==> src/rtl/fifo_serial_tx.sv <==
// Serial transmitter draining a FIFO read port: one Read_enable per byte, then a
// start bit, DATA_WIDTH data bits LSB-first, optional even parity and a stop bit.
module fifo_serial_tx #(
    parameter int DATA_WIDTH   = 8,
    parameter int CLKS_PER_BIT = 4,
    parameter int PARITY_EN    = 0
) (
    input  logic                  clk_read,
    input  logic                  rst,
    input  logic                  fifo_empty,
    input  logic [DATA_WIDTH-1:0] fifo_data,
    output logic                  Read_enable,
    output logic                  tx,
    output logic                  busy,
    output logic                  frame_done
);

    localparam int CNT_W = $clog2(CLKS_PER_BIT);
    localparam int BIT_W = (DATA_WIDTH > 1) ? $clog2(DATA_WIDTH) : 1;
    localparam logic [CNT_W-1:0] CNT_LAST = CNT_W'(CLKS_PER_BIT - 1);
    localparam logic [BIT_W-1:0] BIT_LAST = BIT_W'(DATA_WIDTH - 1);

    typedef enum logic [2:0] {
        IDLE, FETCH, LOAD, START, DATA, PARITY, STOP
    } state_t;

    state_t                state, state_d;
    logic [CNT_W-1:0]      cnt, cnt_d;
    logic [BIT_W-1:0]      bit_idx, bit_idx_d;
    logic [DATA_WIDTH-1:0] shreg, shreg_d;
    logic                  parity, parity_d;
    logic                  tx_d;
    logic                  bit_end;

    assign bit_end     = (cnt == CNT_LAST);
    assign Read_enable = (state == FETCH);
    assign busy        = (state != IDLE);
    assign frame_done  = (state == STOP) && bit_end;

    always_ff @(posedge clk_read) begin
        if (rst) begin
            state   <= IDLE;
            cnt     <= '0;
            bit_idx <= '0;
            shreg   <= '0;
            parity  <= 1'b0;
            tx      <= 1'b1;
        end else begin
            state   <= state_d;
            cnt     <= cnt_d;
            bit_idx <= bit_idx_d;
            shreg   <= shreg_d;
            parity  <= parity_d;
            tx      <= tx_d;
        end
    end

    always_comb begin
        state_d   = state;
        bit_idx_d = bit_idx;
        shreg_d   = shreg;
        parity_d  = parity;
        cnt_d     = '0;
        tx_d      = 1'b1;

        case (state)
            IDLE:   if (!fifo_empty) state_d = FETCH;
            FETCH:  state_d = LOAD;
            LOAD: begin
                shreg_d   = fifo_data;
                parity_d  = ^fifo_data;
                bit_idx_d = '0;
                state_d   = START;
            end
            START:  if (bit_end) state_d = DATA;
            DATA: begin
                if (bit_end) begin
                    if (bit_idx == BIT_LAST) begin
                        state_d = (PARITY_EN != 0) ? PARITY : STOP;
                    end else begin
                        bit_idx_d = bit_idx + 1'b1;
                        shreg_d   = shreg >> 1;
                    end
                end
            end
            PARITY: if (bit_end) state_d = STOP;
            STOP:   if (bit_end) state_d = IDLE;
            default: state_d = IDLE;
        endcase

        // Baud counter restarts on every state entry and on every bit boundary.
        if (state_d == state && !bit_end &&
            (state == START || state == DATA || state == PARITY || state == STOP))
            cnt_d = cnt + 1'b1;

        // tx is registered, so it is driven from the value the next state will present.
        case (state_d)
            START:   tx_d = 1'b0;
            DATA:    tx_d = shreg_d[0];
            PARITY:  tx_d = parity_d;
            default: tx_d = 1'b1;
        endcase
    end

endmodule

==> config.mk <==
export PLATFORM = sky130hd
export DESIGN_NAME = fifo_serial_tx
export DESIGN_NICKNAME = d
export VERILOG_FILES = /design/src/rtl/fifo_serial_tx.sv
export SDC_FILE = /design/constraint.sdc
export NUM_CORES = 1
export LEC_CHECK = 0
export BUFFER_PORTS_ARGS = -buffer_cell sky130_fd_sc_hd__buf_4
export CAP_MARGIN = 25
export CORE_AREA = 2 2 47 49
export CTS_BUF_LIST = sky130_fd_sc_hd__clkbuf_8
export DETAILED_ROUTE_END_ITERATION = 16
export DIE_AREA = 0 0 49 51
export PLACE_DENSITY = 0.73
export SYNTH_ARGS = -nofsm -noshare
export SYNTH_HDL_FRONTEND = slang
export SYNTH_SLANG_ARGS = --single-unit
==> constraint.sdc <==
create_clock -name clk_read -period 1.6 [get_ports clk_read]
set_clock_uncertainty 0.15 [all_clocks]
set_input_delay 0 -clock clk_read [delete_from_list [all_inputs] [get_ports clk_read]]
set_output_delay 0 -clock clk_read [all_outputs]
set_load 0.02 [all_outputs]
== Word level (Yosys, flattened, before mapping) ==
Index checks and enable logic that the tools add are counted.

* Bits in registers: 18
* Input port bits: 11
* Output and inout bits: 4
* Word-level logic and storage cells: 52

* Add/sub/neg operators: 2
* Equal/unequal tests: 14
* Muxes and demuxes: 15
* Bitwise operators: 1
* Reduce and logical (&&, ||, !) cells: 13

{| class="wikitable"
|+ Operators with widths
! cell !! number
|-
| 3-bit two-way mux || 8
|-
| 3-bit one-hot mux with 7 select lines || 1
|-
| 3-bit equality test, second input constant || 6
|-
| 8-bit two-way mux || 2
|-
| 8-bit one-hot mux with 2 select lines || 1
|-
| 3-bit by 2-bit equality test with 1-bit output, second input constant || 3
|-
| 8-bit XOR reduction || 1
|-
| 3-bit one-hot mux with 2 select lines || 1
|-
| 2-bit != test, second input constant || 2
|-
| 3-bit by 1-bit adder with 3-bit output, second input constant || 1
|-
| 3-bit by 1-bit equality test with 1-bit output, second input constant || 1
|-
| 3-bit equality test || 1
|-
| 1-bit logical AND || 3
|-
| 3-bit logical NOT || 1
|-
| 1-bit logical OR || 3
|-
| 1-bit one-hot mux with 3 select lines || 1
|-
| 3-bit AND reduction || 1
|-
| 3-bit nonzero test || 1
|-
| 2-bit by 1-bit adder with 2-bit output, second input constant || 1
|-
| 2-bit equality test, second input constant || 1
|-
| 2-bit nonzero test || 1
|-
| 2-bit OR reduction || 1
|-
| 1-bit logical NOT || 1
|-
| 1-bit two-way mux || 1
|-
| 1-bit NOT || 1
|}

== Longest topological paths before layout ==
* Depth in word-level cells: 9
* Depth in mapped cells: 7
* Gate-level depth less buffers: 6

== Worst setup path before layout ==
Ideal clock, no wire load.

* Kind: flip-flop to flip-flop
* From: register bit_idx[0]
* To: register tx
* Library setup time: 0.127 ns
* Arrival time: 1.428 ns
* Data required time: 1.323 ns
* Setup slack: -0.105 ns
* Cell stages (with the launch flop): 7
* Path buffers: 0
* Period minus slack after synthesis: 1.705 ns
* Cell sequence: dfxtp_1 -> ha_1 -> ha_1 -> and4bb_2 -> o21bai_4 -> a221oi_2 -> a21oi_1

* Word-level cells in the longest chain between the ends: 6
* Elaborated cells between the ends (all ways): 11
* Those cells by class: 4 x eq/ne; 7 x mux

{| class="wikitable"
|+ Ends and longest elaborated chain
! element !! RTL line !! text
|-
| start: declaration || 29 || <nowiki>logic [BIT_W-1:0] bit_idx, bit_idx_d;</nowiki>
|-
| start signal: assignment || 51 || <nowiki>bit_idx <= bit_idx_d;</nowiki>
|-
| 3-bit equality test * || 78 || <nowiki>if (bit_idx == BIT_LAST) begin</nowiki>
|-
| 3-bit two-way mux || 78 ||
|-
| 3-bit two-way mux || 77 || <nowiki>if (bit_end) begin</nowiki>
|-
| 3-bit one-hot mux with 7 select lines || 66 || <nowiki>case (state)</nowiki>
|-
| 3-bit equality test / 3-bit by 2-bit equality test with 1-bit output (equally long branches) || 97 || <nowiki>case (state_d)</nowiki>
|-
| 1-bit one-hot mux with 3 select lines * || 97 ||
|-
| end signal: assignment || 54 || <nowiki>tx <= tx_d;</nowiki>
|-
| end: declaration || 13 || <nowiki>output logic tx,</nowiki>
|}

Mark *: on every way between the ends. The rest lies on a longest branch, timed or not. The select of a mux whose other input is x is not followed.
A chain may end at the register's enable or synchronous reset.

== Worst setup path after layout ==
Same ends and word-level chain as after synthesis.

==> out/qor_table.md <==
| Step | Item | Value |
|:---|:---|:---|
| floorplanning | Starting Density | 0.486 |
| layout | Share of cells above drive strength 1 | 0.362 |
| drt | WL/cell | 15.5 µm |
| placement | Placed wire-length estimate | 1.53 mm |
| worst hold path | Worst min path class | reg2reg |
| sta | Max transition margin | 0.768 |
| worst setup path | CP top delay family | compound AO/OA/AOI/OAI gates |
| worst setup path | Type of element launching the critical path | flip-flop |
| synthesis | Number of unique standard cell types used by synthesis | 40 |
| sta | Final worst slack | -122 ps |
| clocking | Clock buffers created by TritonCTS | 3 |
| synthesis | Number of storage elements in the synthesis netlist | 18 |
| layout | Antenna Cells | 0 |
| synthesis | Most common flop cell mapped by yosys | sky130_fd_sc_hd__dfxtp_1 |
| synthesis | Share of synthesized flip-flops with an asynchronous set or reset | 0 |
| sta | RSZ-0062 raised after global routing | true |
| drt | Wire length reported by the detailed router | 2.61 mm |
| outcome | Outcome | complete, but fails checks |
| synthesis | Dominant cells by area after synthesis | sky130_fd_sc_hd__dfxtp_1 36%, sky130_fd_sc_hd__xnor2_1 6.1%, sky130_fd_sc_hd__a222oi_1 6.0% |
| power | Total chip power | 1.20 mW |
| worst setup path | Largest driver fanout on the critical path | 7 |
| worst setup path | FF-to-FF setup slack | -120 ps |
| global routing | Number of antenna violations at the first check in global routing | 0 |
| global routing | Maximum number of pins on one net before global-route repair | 19 |
| worst setup path | Type of the worst setup path | reg2reg |
| placement | Number of placed instances with taps included | 153 |
| floorplanning | Die width | 49 µm |
| worst setup path | Data required time at the worst endpoint | 1600 ps |
| clocking | Clock-pin slew on the worst setup and hold paths | 70 ps |
| clocking | Deepest clock path buffer count | 2 |
| drt | Vias | 969 |
| layout | Final Net Count | 156 |
| worst setup path | Largest stage delay on the critical path | 340 ps |
| global routing | Global-route wire length before repair | 4.38 mm |
| sta | Worst Tran Pin Value | 348 ps |
| worst setup path | Critical Path AT | 1720 ps |
| power | P_leak | 0.545 nW |
| drt | Drt initial violations | 42 |
| drt | Number of iterations in the first detailed-routing pass | 5 |
| worst setup path | Sort of element at the end of the critical path | flip-flop |
| synthesis | Post-synth design cell area | 1000 µm² |
| floorplanning | Row count | 17 |
| clocking | CTS tree | done |
| floorplanning | Total I/O pin count | 15 |
| worst setup path | Buffers & Inverters on Critical Path | 0 |
| floorplanning | Placeable core region | 2060 µm² |
| sta | Sum Neg Setup Slack | -634 ps |
| sta | Count of final setup violators | 9 |
| layout | Final std cell area, no fill | 1440 µm² |
| layout | Final core utilization | 0.696 |
| synthesis | Number of nets in the synthesized netlist | 123 |
| worst setup path | Most common cell on crit path | sky130_fd_sc_hd__ha_4 |
| drt | Per-cell via count in the routed design | 5.73 |
| drt | Remaining antenna violation count | 0 |
| worst setup path | Worst path cell trace | ha_4 > ha_4 > and4bb_2 > o21bai_4 > a221oi_2 > a21oi_1 |
| sta | Max Fclk | 0.581 GHz |
| sta | Worst hold slack after final layout | 282 ps |
| outcome | Failing checks | setup timing |
| placement | DP Area | 1210 µm² |
| job | Number of maximum-capacitance constraint violations | 0 |
| clocking | Buffer type at the clock tree root | sky130_fd_sc_hd__clkbuf_8 |
| synthesis | Mean instance size in the synthesized netlist | 9.19 µm² |
| clocking | Clock insertion delay at the later pin of the skew report | 260 ps |
| power | Worst IR drop on VDD | 0.000645 V |
| placement | Last weighted congestion value of the routability-driven placer | 0.794 |
| sta | Fin. max-slew vios | 0 |
| placement | Count of buffers inserted at the top-level ports | 14 |
| sta | Hold violation count in the final report | 0 |
| synthesis | YS warnings | 0 |
| floorplanning | Die Area | 2500 µm² |
| layout | Final standard cell count with taps included and fillers excluded | 169 |
| synthesis | Most area-hungry cell type in the Yosys netlist | sky130_fd_sc_hd__dfxtp_1 |
| worst setup path | Count of cell instances traversed by the critical path | 6 |
| floorplanning | Height of the die | 51 µm |
| power | Areal power density over the cells | 839 nW/µm² |
| layout | Post-synthesis to final-layout area growth | 43.3% |
| synthesis | Gate count after technology mapping | 109 |
| clocking | Number of clock sinks | 18 |
| sta | Shortest period the worst path allows | 1720 ps |
| global routing | Overflow after GRT | 0 |
| worst setup path | Slowest cell on the critical path | sky130_fd_sc_hd__dfxtp_2 |
| synthesis | Count of flip-flops with a built-in enable after synthesis | 0 |
| global routing | Total global-route track usage | 0.229 |
| synthesis | Area share of the largest cell type after synthesis | 0.360 |
| clocking | H-Tree Level Count | 1 |
| worst setup path | Cells on worst reg2reg path | 6 |
| synthesis | Share of synthesized area occupied by flip-flops and latches | 0.360 |
| sta | Final worst path period share | 1.08 |
| placement | Worst Setup Slack post-DPL | -126 ps |
| drt | Number of remaining DRC errors | 0 |
| worst hold path | Count of cells along the worst hold path | 1 |
| global routing | Vias in the first global route | 945 |
[flip-flops by register name (all words and copies together), names as in the netlist]
signal and flops:
state 3, parity 1, shreg 8, bit_idx 3, tx 1, cnt 2
[final cells by class]
cell class                 instances  area [µm²]
tap                               28        35.0
clock buffer                       4        55.1
multi-input combinational         79         636
timing repair buffer              37         332
sequential                        18         368
fill                             157         627
inverter                           3        11.3
[worst register-to-register path, stage by stage, from the launching register on]
cell and delay (ps):
sky130_fd_sc_hd__dfxtp_2 340, sky130_fd_sc_hd__ha_4 160, sky130_fd_sc_hd__ha_4 160, sky130_fd_sc_hd__and4bb_2 310, sky130_fd_sc_hd__o21bai_4 100, sky130_fd_sc_hd__a221oi_2 290
sky130_fd_sc_hd__a21oi_1 100
[where the power goes]
group	switching [mW]	internal, mW
clock	0.167	0.219
combinational	0.141	0.161
sequential	0.0355	0.481
total	0.343	0.862
[routing by layer]
layer  wire length (µm)  GRT usage
met4                 46      0.105
met3                132     0.0351
met1               1070      0.273
met2               1360      0.409
met5                  0          0
[Yosys cell counts, types with 2 or more instances]
cell,count
sky130_fd_sc_hd__a21oi_1,8
sky130_fd_sc_hd__nor2_1,15
sky130_fd_sc_hd__xnor2_1,7
sky130_fd_sc_hd__nand3b_1,2
sky130_fd_sc_hd__clkbuf_1,3
sky130_fd_sc_hd__buf_4,2
sky130_fd_sc_hd__inv_1,2
sky130_fd_sc_hd__a211oi_1,2
sky130_fd_sc_hd__nand2b_1,2
sky130_fd_sc_hd__dfxtp_1,18
sky130_fd_sc_hd__or3_1,2
sky130_fd_sc_hd__ha_1,3
sky130_fd_sc_hd__nand2_1,4
sky130_fd_sc_hd__a222oi_1,6
sky130_fd_sc_hd__buf_2,2
sky130_fd_sc_hd__and4bb_2,2
sky130_fd_sc_hd__o21ai_0,5
sky130_fd_sc_hd__a32oi_1,2
[what timing repair did]
item | 4_1_cts | 5_1_grt
endpoints found under the setup margin | 14 | 14
endpoints found under the hold margin | 16 | 0
gates cloned | 0 | 0
gates resized for setup | 3 | 9
pin swaps | 13 | 7
hold buffers | 10 | 0
buffers inserted | 1 | 2
[kinds of logic after synthesis]
logic type,share of synthesized area
muxes,0.00999
DFF,0.360
adders and majority gates,0.0375
buffers and inverters,0.0624
xor gates and xnor gates,0.0699
AOI/OAI and AO/OA,0.223
and+or+nand+nor,0.237
[cells in the final DEF, fill, tap and decap left out, drive strengths merged, types with 2 or more instances in the layout]
cell type	n
ha	3
and4bb	2
dlygate4sd3	10
or3	2
nor2	15
nor3	2
inv	3
o21bai	2
a32oi	2
dfxtp	18
a21oi	8
a222oi	6
a211oi	2
and2b	2
nand2	4
nand3b	2
o21ai	5
clkbuf	4
xnor2	7
buf	27
nand2b	2
[worst paths after layout]
kind,from,endpoint
worst max-delay path,bit_idx[0],tx
worst min-delay path,cnt[0],cnt[0]
worst max register to register,bit_idx[0],tx
worst min register to register,cnt[0],cnt[0]
No activity file was read; power rests on OpenSTA's default activity.
